==> src/rtl/multicycle_control.sv <==
// Multicycle MIPS-style control unit: a Moore FSM that sequences one
// instruction through fetch, decode, execute, memory and write-back states,
// driving the datapath strobes and selects for each state.
//
// Ports
//   clk            single clock, rising edge
//   rst_n          asynchronous active-low reset
//   opcode[5:0]    IR[31:26], looked at in DECODE (and MEM_ADDR for LW/SW)
//   zero           ALU zero flag, used for the branch PC enable
//   mem_ready      memory handshake, access completes in any cycle it is 1
//   pc_write .. alu_src_a   single-bit datapath strobes/selects
//   alu_src_b[1:0] 00 reg B, 01 const 4, 10 sext imm, 11 sext imm<<2
//   alu_op[1:0]    00 add, 01 subtract, 10 funct-decoded
//   pc_source[1:0] 00 ALU result, 01 ALUOut, 10 jump target
//   pc_en          PC load enable = pc_write | (pc_write_cond & zero)
//   illegal_op     one-cycle pulse in DECODE on an unrecognised opcode
//   state[3:0]     current state, for debug
module multicycle_control (
  input  logic       clk,
  input  logic       rst_n,
  input  logic [5:0] opcode,
  input  logic       zero,
  input  logic       mem_ready,
  output logic       pc_write,
  output logic       pc_write_cond,
  output logic       i_or_d,
  output logic       mem_read,
  output logic       mem_write,
  output logic       ir_write,
  output logic       mem_to_reg,
  output logic       reg_dst,
  output logic       reg_write,
  output logic       alu_src_a,
  output logic [1:0] alu_src_b,
  output logic [1:0] alu_op,
  output logic [1:0] pc_source,
  output logic       pc_en,
  output logic       illegal_op,
  output logic [3:0] state
);

  localparam logic [5:0] OP_R    = 6'h00;
  localparam logic [5:0] OP_LW   = 6'h23;
  localparam logic [5:0] OP_SW   = 6'h2B;
  localparam logic [5:0] OP_BEQ  = 6'h04;
  localparam logic [5:0] OP_J    = 6'h02;
  localparam logic [5:0] OP_ADDI = 6'h08;

  localparam logic [3:0] FETCH    = 4'd0;
  localparam logic [3:0] DECODE   = 4'd1;
  localparam logic [3:0] MEM_ADDR = 4'd2;
  localparam logic [3:0] MEM_RD   = 4'd3;
  localparam logic [3:0] MEM_WB   = 4'd4;
  localparam logic [3:0] MEM_WR   = 4'd5;
  localparam logic [3:0] EXEC     = 4'd6;
  localparam logic [3:0] R_WB     = 4'd7;
  localparam logic [3:0] BRANCH   = 4'd8;
  localparam logic [3:0] JUMP     = 4'd9;
  localparam logic [3:0] ADDI_EX  = 4'd10;
  localparam logic [3:0] ADDI_WB  = 4'd11;

  logic [3:0] state_q;
  logic [3:0] state_d;

  always_ff @(posedge clk or negedge rst_n) begin
    if (!rst_n) state_q <= FETCH;
    else        state_q <= state_d;
  end

  always_comb begin
    state_d = FETCH;
    case (state_q)
      FETCH:    state_d = mem_ready ? DECODE : FETCH;
      DECODE: begin
        case (opcode)
          OP_LW, OP_SW: state_d = MEM_ADDR;
          OP_R:         state_d = EXEC;
          OP_BEQ:       state_d = BRANCH;
          OP_J:         state_d = JUMP;
          OP_ADDI:      state_d = ADDI_EX;
          default:      state_d = FETCH;
        endcase
      end
      // opcode is still held in the IR here, so it picks load vs store
      MEM_ADDR: state_d = (opcode == OP_SW) ? MEM_WR : MEM_RD;
      MEM_RD:   state_d = mem_ready ? MEM_WB : MEM_RD;
      MEM_WB:   state_d = FETCH;
      MEM_WR:   state_d = mem_ready ? FETCH : MEM_WR;
      EXEC:     state_d = R_WB;
      R_WB:     state_d = FETCH;
      BRANCH:   state_d = FETCH;
      JUMP:     state_d = FETCH;
      ADDI_EX:  state_d = ADDI_WB;
      ADDI_WB:  state_d = FETCH;
      default:  state_d = FETCH;
    endcase
  end

  // Output decode; everything is forced low while rst_n is low so an access
  // in flight is dropped the moment reset asserts.
  always_comb begin
    pc_write      = 1'b0;
    pc_write_cond = 1'b0;
    i_or_d        = 1'b0;
    mem_read      = 1'b0;
    mem_write     = 1'b0;
    ir_write      = 1'b0;
    mem_to_reg    = 1'b0;
    reg_dst       = 1'b0;
    reg_write     = 1'b0;
    alu_src_a     = 1'b0;
    alu_src_b     = 2'b00;
    alu_op        = 2'b00;
    pc_source     = 2'b00;
    illegal_op    = 1'b0;
    case (state_q)
      FETCH: begin
        mem_read  = 1'b1;
        alu_src_b = 2'b01;
        // IR and PC only capture on the cycle the fetch completes
        ir_write  = mem_ready;
        pc_write  = mem_ready;
      end
      DECODE: begin
        alu_src_b = 2'b11;
        case (opcode)
          OP_R, OP_LW, OP_SW, OP_BEQ, OP_J, OP_ADDI: illegal_op = 1'b0;
          default:                                  illegal_op = 1'b1;
        endcase
      end
      MEM_ADDR: begin
        alu_src_a = 1'b1;
        alu_src_b = 2'b10;
      end
      MEM_RD: begin
        mem_read = 1'b1;
        i_or_d   = 1'b1;
      end
      MEM_WB: begin
        reg_write  = 1'b1;
        mem_to_reg = 1'b1;
      end
      MEM_WR: begin
        mem_write = 1'b1;
        i_or_d    = 1'b1;
      end
      EXEC: begin
        alu_src_a = 1'b1;
        alu_op    = 2'b10;
      end
      R_WB: begin
        reg_write = 1'b1;
        reg_dst   = 1'b1;
      end
      BRANCH: begin
        alu_src_a     = 1'b1;
        alu_op        = 2'b01;
        pc_write_cond = 1'b1;
        pc_source     = 2'b01;
      end
      JUMP: begin
        pc_write  = 1'b1;
        pc_source = 2'b10;
      end
      ADDI_EX: begin
        alu_src_a = 1'b1;
        alu_src_b = 2'b10;
      end
      ADDI_WB: begin
        reg_write = 1'b1;
      end
      default: begin
        pc_write = 1'b0;
      end
    endcase
    if (!rst_n) begin
      pc_write      = 1'b0;
      pc_write_cond = 1'b0;
      i_or_d        = 1'b0;
      mem_read      = 1'b0;
      mem_write     = 1'b0;
      ir_write      = 1'b0;
      mem_to_reg    = 1'b0;
      reg_dst       = 1'b0;
      reg_write     = 1'b0;
      alu_src_a     = 1'b0;
      alu_src_b     = 2'b00;
      alu_op        = 2'b00;
      pc_source     = 2'b00;
      illegal_op    = 1'b0;
    end
  end

  assign pc_en = pc_write | (pc_write_cond & zero);
  assign state = state_q;

endmodule

==> config.mk <==
export PLATFORM = sky130hd
export DESIGN_NAME = multicycle_control
export DESIGN_NICKNAME = d
export VERILOG_FILES = /design/src/rtl/multicycle_control.sv
export SDC_FILE = /design/constraint.sdc
export NUM_CORES = 1
export LEC_CHECK = 0
export CORE_MARGIN = 5
export CORE_UTILIZATION = 33
export DETAILED_ROUTE_END_ITERATION = 10
export HOLD_SLACK_MARGIN = 0.1
export PLACE_DENSITY = 0.74
export SYNTH_ARGS = -nofsm -noshare
export SYNTH_HDL_FRONTEND = slang
export SYNTH_SLANG_ARGS = --single-unit
==> constraint.sdc <==
create_clock -name clk -period 1.4 [get_ports clk]
set_input_delay 0.21 -clock clk [delete_from_list [all_inputs] [get_ports clk]]
set_output_delay 0.21 -clock clk [all_outputs]
set_load 0.01 [all_outputs]
==> flow_summary.ini, run 1 <==
[final_layout]
diodes = 0
drive_above_1_share_pct = 68.94
areaGrowthSynthToFinish_pct = 166.9
fin_nets = 173
fillers = 47
layout_commonest_cell = buf_4
final_cell_mix = buf_4, buf_6, buf_2
multi_input_area_um2 = 641.9
ff_latch_area_um2 = 102.6
largest_register_ffs = 4

[power]
combPwrFrac_pct = 84.7
p_clk_share_pct = 6.1
switching_share_pct = 46.23
finalPower_mw = 2.308
power_density_nw_per_um2 = 1557
p_sw_mw = 1.067
peakVddDrop_uv = 1157
seq_power_share_pct = 9.2
p_int_mw = 1.241
leakagePower_nw = 0.6922

[worst_setup_path]
cp_slowest_cell = dfrtp_2
cp.required_ns = 1.19
endpoint_kind = output pin
r2r_setup_slack_ns = -0.31
reg2reg_depth = 6
arrival_ns = 1.55
critical_path.max_stage_delay_ns = 0.47
crit_type = register to output pin
r2r_start = state[2]
cp_max_fo = 6
endpoint = pc_en
path_cells = buf_4, or3_4, a21oi_2, buf_2
rr_endpoint = state[2]
critPathLaunchType = register
cp-startpoint = state[2]

[synth]
synthXorXnorAreaFrac_pct = 4.730
ys_seq_area_share_pct = 18.02
postSynthAreaPerCell_um2 = 6.613
yosysUniqueCellTypes = 34
yosys.area.top_type = dfrtp_1
synthAdderAreaFrac_pct = 0
syn-cell-area_um2 = 555.5
ys_seq_elements = 4
synth_compound_area_share_pct = 23.87
synth.mux.area_fraction_pct = 0
yosys-top-cells-area = dfrtp_1, nor2_1, xnor2_1, a21oi_1, nor3_1
synth_nets = 94
postSynthCellCount = 84
synth_warnings = 0
synth.top_cell.area_share_pct = 18.02
synth_top_family_by_area = simple AND/OR/NAND/NOR gates
synth-simple-area-share_pct = 42.79

[clock_tree]
cts-root-buf = clkbuf_4
cts_tree = built
clockBufferDepth = 2
path_clk_slew_ns = 0.04
cts_buffers = 3
cts_sinks = 4
clkLatencyLatePin_ns = 0.23
htree_levels = 1
cts_hold_buf = 0

[route]
routed_via_density = 6.215
vias = 1100
ant_nets = 0
wl_per_cell_um = 22.54
drt_iter0_markers = 36
routed_wl_um = 3989
drc = 0
firstDrtPassIters = 4

[sta]
rsz0062_at_grt = yes
slew_headroom_pct = 80.28
slew_viol_final = 0
min_period_ns = 1.758
whs_ns = 0.3170
setup_viol = 21
timing_hold_violations_final = 0
skew_ns = 0.001216
fmax_mhz = 568.9
setup_tns_ns = -5.281
worst_slack_ns = -0.3577
tightest_slew_ns = 0.2930
fin_crit_sh_pct = 125.5

[floorplan]
die_w_um = 51.03
dieArea_um2 = 2604
die_h_um = 51.03
io_pins = 32
core-area_um2 = 1559
placementRows = 14
initial_core_util_pct = 35.63

[placement]
gp_congestion = 0.8059
io_buffers = 31
hpwl_um = 1694

[status]
violations = setup timing
status = finished with violations

[grt]
grt_overflow = 0
grt_use_total_pct = 27.01
grt_max_degree = 11
grt_pass1_wl_um = 5278
antenna_found_initial = 0
grt_pass1_vias = 1076

[worst_hold_path]
worstHoldPathType = input pin to asynchronous set/reset pin

[flow_run]
drv_cap = 0
[power by group through the flow]
stage	clock [mW]	combinational [mW]	sequential [mW]
after detailed placement	0	1.13	0.210
after global routing	0.159	2.05	0.217
after CTS	0.143	1.54	0.199
after floorplan	0	0.578	0.206
final	0.141	1.95	0.213
after global placement	0	1.11	0.210
[stage by stage]
step | setup WS [ns] | instance area [um2] | util (%) | std cells
floorplan | -0.2140 | 613.1 | - | 84
global placement | -0.7250 | 1105 | 70.87 | 153
detailed placement | -0.7363 | 1105 | 70.87 | 153
CTS | -0.2988 | 1323 | 84.83 | 173
global route | -0.4266 | 1483 | 95.10 | 177
finish | -0.3577 | 1483 | 95.10 | 177
[routing by layer]
layer  part of all wire (%)  up-vias  GRT usage (%)
li1                       -      468              -
met1                     35      507          28.42
met2                     50       87          53.86
met3                    7.3       38          3.488
met4                    7.9        0          9.417
met5                      0        -              0
[cells in the mapped netlist]
cell and count:
nand3_1 3, nand2_1 5, nor4_1 3, clkbuf_1 2, clkbuf_2 1, a31o_2 1, nor3b_1 2, nor4b_1 1
a21oi_1 5, and4_1 2, a211oi_1 1, buf_2 4, nand2b_1 1, o32ai_1 1, inv_1 5, nor2_1 15
a311oi_1 1, nand3b_1 1, nor3_1 5, a31oi_1 1, o22ai_1 1, xnor2_1 3, buf_4 1, dfrtp_1 4
o21ai_0 5, a311o_1 1, and4b_1 1, o21a_1 1, nor4bb_1 1, or3_1 2, nand4b_1 1, a2111oi_0 1
and2b_1 1, a221o_1 1
[worst max-delay path: cells and delay by family, from the launching register on]
family	cells	cell delay, ns
flops	1	0.47
simple gates	1	0.39
buf+inv	2	0.32
compound gates	1	0.13
[cell type report]
class / count / area share [%]
Inverter: 5 / 1.603
Tap cell: 16 / 1.350
Sequential cell: 4 / 6.920
Clock buffer: 3 / 1.519
Multi-Input combinational cell: 67 / 43.29
Timing Repair Buffer: 82 / 45.32
[worst min-delay path by stage]
| stage | slack (ns) | depth (start not counted) | end | startpoint |
|---|---|---|---|---|
| 2_1_floorplan | -0.09 | 0 | state[0] | rst_n |
| 3_3_place_gp | 0.52 | 2 | state[0] | rst_n |
| 3_5_place_dp | 0.52 | 2 | state[2] | rst_n |
| 4_1_cts | 0.28 | 2 | state[3] | rst_n |
| 5_1_grt | 0.31 | 2 | state[3] | rst_n |
| 6_report | 0.32 | 2 | state[0] | rst_n |
[cells by family after synthesis]
kind of cell | count (synthesis)
XOR/XNOR | 3
AO/OA/AOI/OAI | 20
flip-flops | 4
AND/OR/NAND/NOR | 44
buffers and inverters | 13
[timing repair]
| action | in CTS | in global routing |
|---|---|---|
| resized for setup | 119 | 39 |
| buffers inserted | 16 | 7 |
| cloned | 1 | 0 |
| endpoints found under the hold margin | 0 | 0 |
| pin swaps | 16 | 14 |
| endpoints found under the setup margin | 26 | 25 |
(Power assumes the default switching activity.)
==> run 2, diff against run 1 <==
CTS_CLUSTER_SIZE = 12   (was not set)
TNS_END_PERCENT = 5   (was not set)
==> run 2 against run 1 <==
Net effect: the run still ends with setup timing left; die area unchanged; via count is 14% lower; maximum frequency rose by 2.5%; sequential cell count is the same; total power decreased by 19%; global-route usage down 4.0 points; sequential power grew 6%; largest cell class unchanged; highest routed layer unchanged.
==> flow_summary.ini, run 2 (synthesis results as in run 1) <==
[grt]
grt_max_degree = 13
grt_pass1_vias = 982
grt_use_total_pct = 22.97
grt_pass1_wl_um = 4512
antenna_found_initial = 0
grt_overflow = 0

[sta]
worst_slack_ns = -0.3148
slew_viol_final = 0
slew_headroom_pct = 75.54
tightest_slew_ns = 0.3617
skew_ns = 0.01112
rsz0062_at_grt = yes
fmax_mhz = 583.2
setup_viol = 21
setup_tns_ns = -4.341
fin_crit_sh_pct = 122.5
min_period_ns = 1.715
timing_hold_violations_final = 0

[status]
status = finished with violations
violations = setup timing

[clock_tree]
cts_sinks = 4
clkLatencyLatePin_ns = 0.26
cts_buffers = 3
clockBufferDepth = 2
path_clk_slew_ns = 0.05
htree_levels = 1
cts-root-buf = clkbuf_4
cts_tree = built

[placement]
io_buffers = 31
gp_congestion = 0.8053
hpwl_um = 1705

[route]
firstDrtPassIters = 4
routed_via_density = 5.627
routed_wl_um = 2818
drt_iter0_markers = 37
drc = 0
vias = 951
ant_nets = 0
wl_per_cell_um = 16.67

[worst_setup_path]
crit_type = register to output pin
reg2reg_depth = 6
critPathLaunchType = register
cp.required_ns = 1.19
rr_endpoint = state[2]
cp_max_fo = 7
r2r_start = state[2]
endpoint_kind = output pin
r2r_setup_slack_ns = -0.26
cp-startpoint = state[2]
arrival_ns = 1.50

[floorplan]
die_h_um = 51.03
core-area_um2 = 1559
dieArea_um2 = 2604
initial_core_util_pct = 35.63
io_pins = 32
die_w_um = 51.03
placementRows = 14

[power]
peakVddDrop_uv = 872.1
leakagePower_nw = 0.6089
power_density_nw_per_um2 = 1437

[final_layout]
multi_input_area_um2 = 553.0
diodes = 0
fin_nets = 165
layout_commonest_cell = buf_4
drive_above_1_share_pct = 63.40
largest_register_ffs = 4
fin_util_pct = 83.23
fillers = 94
final_cell_mix = buf_4, buf_2, nor2_1
ff_latch_area_um2 = 103.9
areaGrowthSynthToFinish_pct = 133.6

[flow_run]
drv_cap = 0

[worst_hold_path]
worstHoldPathType = input pin to asynchronous set/reset pin
run 2: changes by cell type in the layout (fill, tap and decap cells not counted), moves of 2 or more:
cell / delta
buf_6: -9
clkbuf_2: -3
clkdlybuf4s50_1: +3
inv_2: +3
nor2_1: +3
inv_1: -2
nor2_2: -2
nor3_4: -2
run 2: report_power, final:
part	internal (mW)	switching [mW]
clock network	0.0976	0.0727
logic	0.759	0.710
registers	0.156	0.0694
total	1.01	0.852
run 2: through the flow:
| step | cells | setup slack (ns) | instance area (um2) | hold WS (ns) | total power [mW] |
|---|---|---|---|---|---|
| 2_1_floorplan | 84 | -0.2143 | 589.3 | -0.08559 | 0.7381 |
| 3_3_place_gp | 157 | -0.7190 | 1119 | 0.5192 | 1.351 |
| 3_5_place_dp | 157 | -0.7653 | 1119 | 0.5251 | 1.370 |
| 4_1_cts | 169 | -0.2442 | 1272 | 0.6371 | 1.736 |
| 5_1_grt | 169 | -0.3674 | 1297 | 0.6617 | 1.989 |
| 6_report | 169 | -0.3148 | 1297 | 0.6360 | 1.864 |
run 2: worst max-delay path, cell delays in order (launching register included):
cell and delay (ns):
dfrtp_2 0.47, buf_6 0.16, buf_6 0.13, buf_4 0.14, a31oi_1 0.15, nor2_1 0.06, buf_2 0.14
run 2: layer usage:
layer	GRT usage [%]	wire, um
met4	6.726	53
met3	6.105	220
met2	42.70	1457
met1	25.31	1086
met5	0	0
run 2: layout make-up:
cell class | count | share of cell area [%]
Inverter | 5 | 1.446
Clock buffer | 3 | 1.736
Multi-Input combinational cell | 67 | 42.62
Tap cell | 16 | 1.543
Sequential cell | 4 | 8.004
Timing Repair Buffer | 74 | 44.65
run 2: how the worst max path moves through the flow:
stage	to	slack, ns	cells past startpoint
after global placement	alu_src_a	-0.72	5
after global routing	alu_src_b[1]	-0.37	5
final	reg_write	-0.31	6
after floorplan	pc_source[0]	-0.21	5
after CTS	pc_write	-0.24	4
after detailed placement	pc_write	-0.77	6
run 2: what timing repair did:
action                                  in CTS  in global routing
setup buffers                                8                  0
pin swaps                                   14                  2
hold endpoints to repair                     4                  0
endpoints found under the setup margin      26                 22
hold buffers                                 1                  0
resized for setup                          119                  7
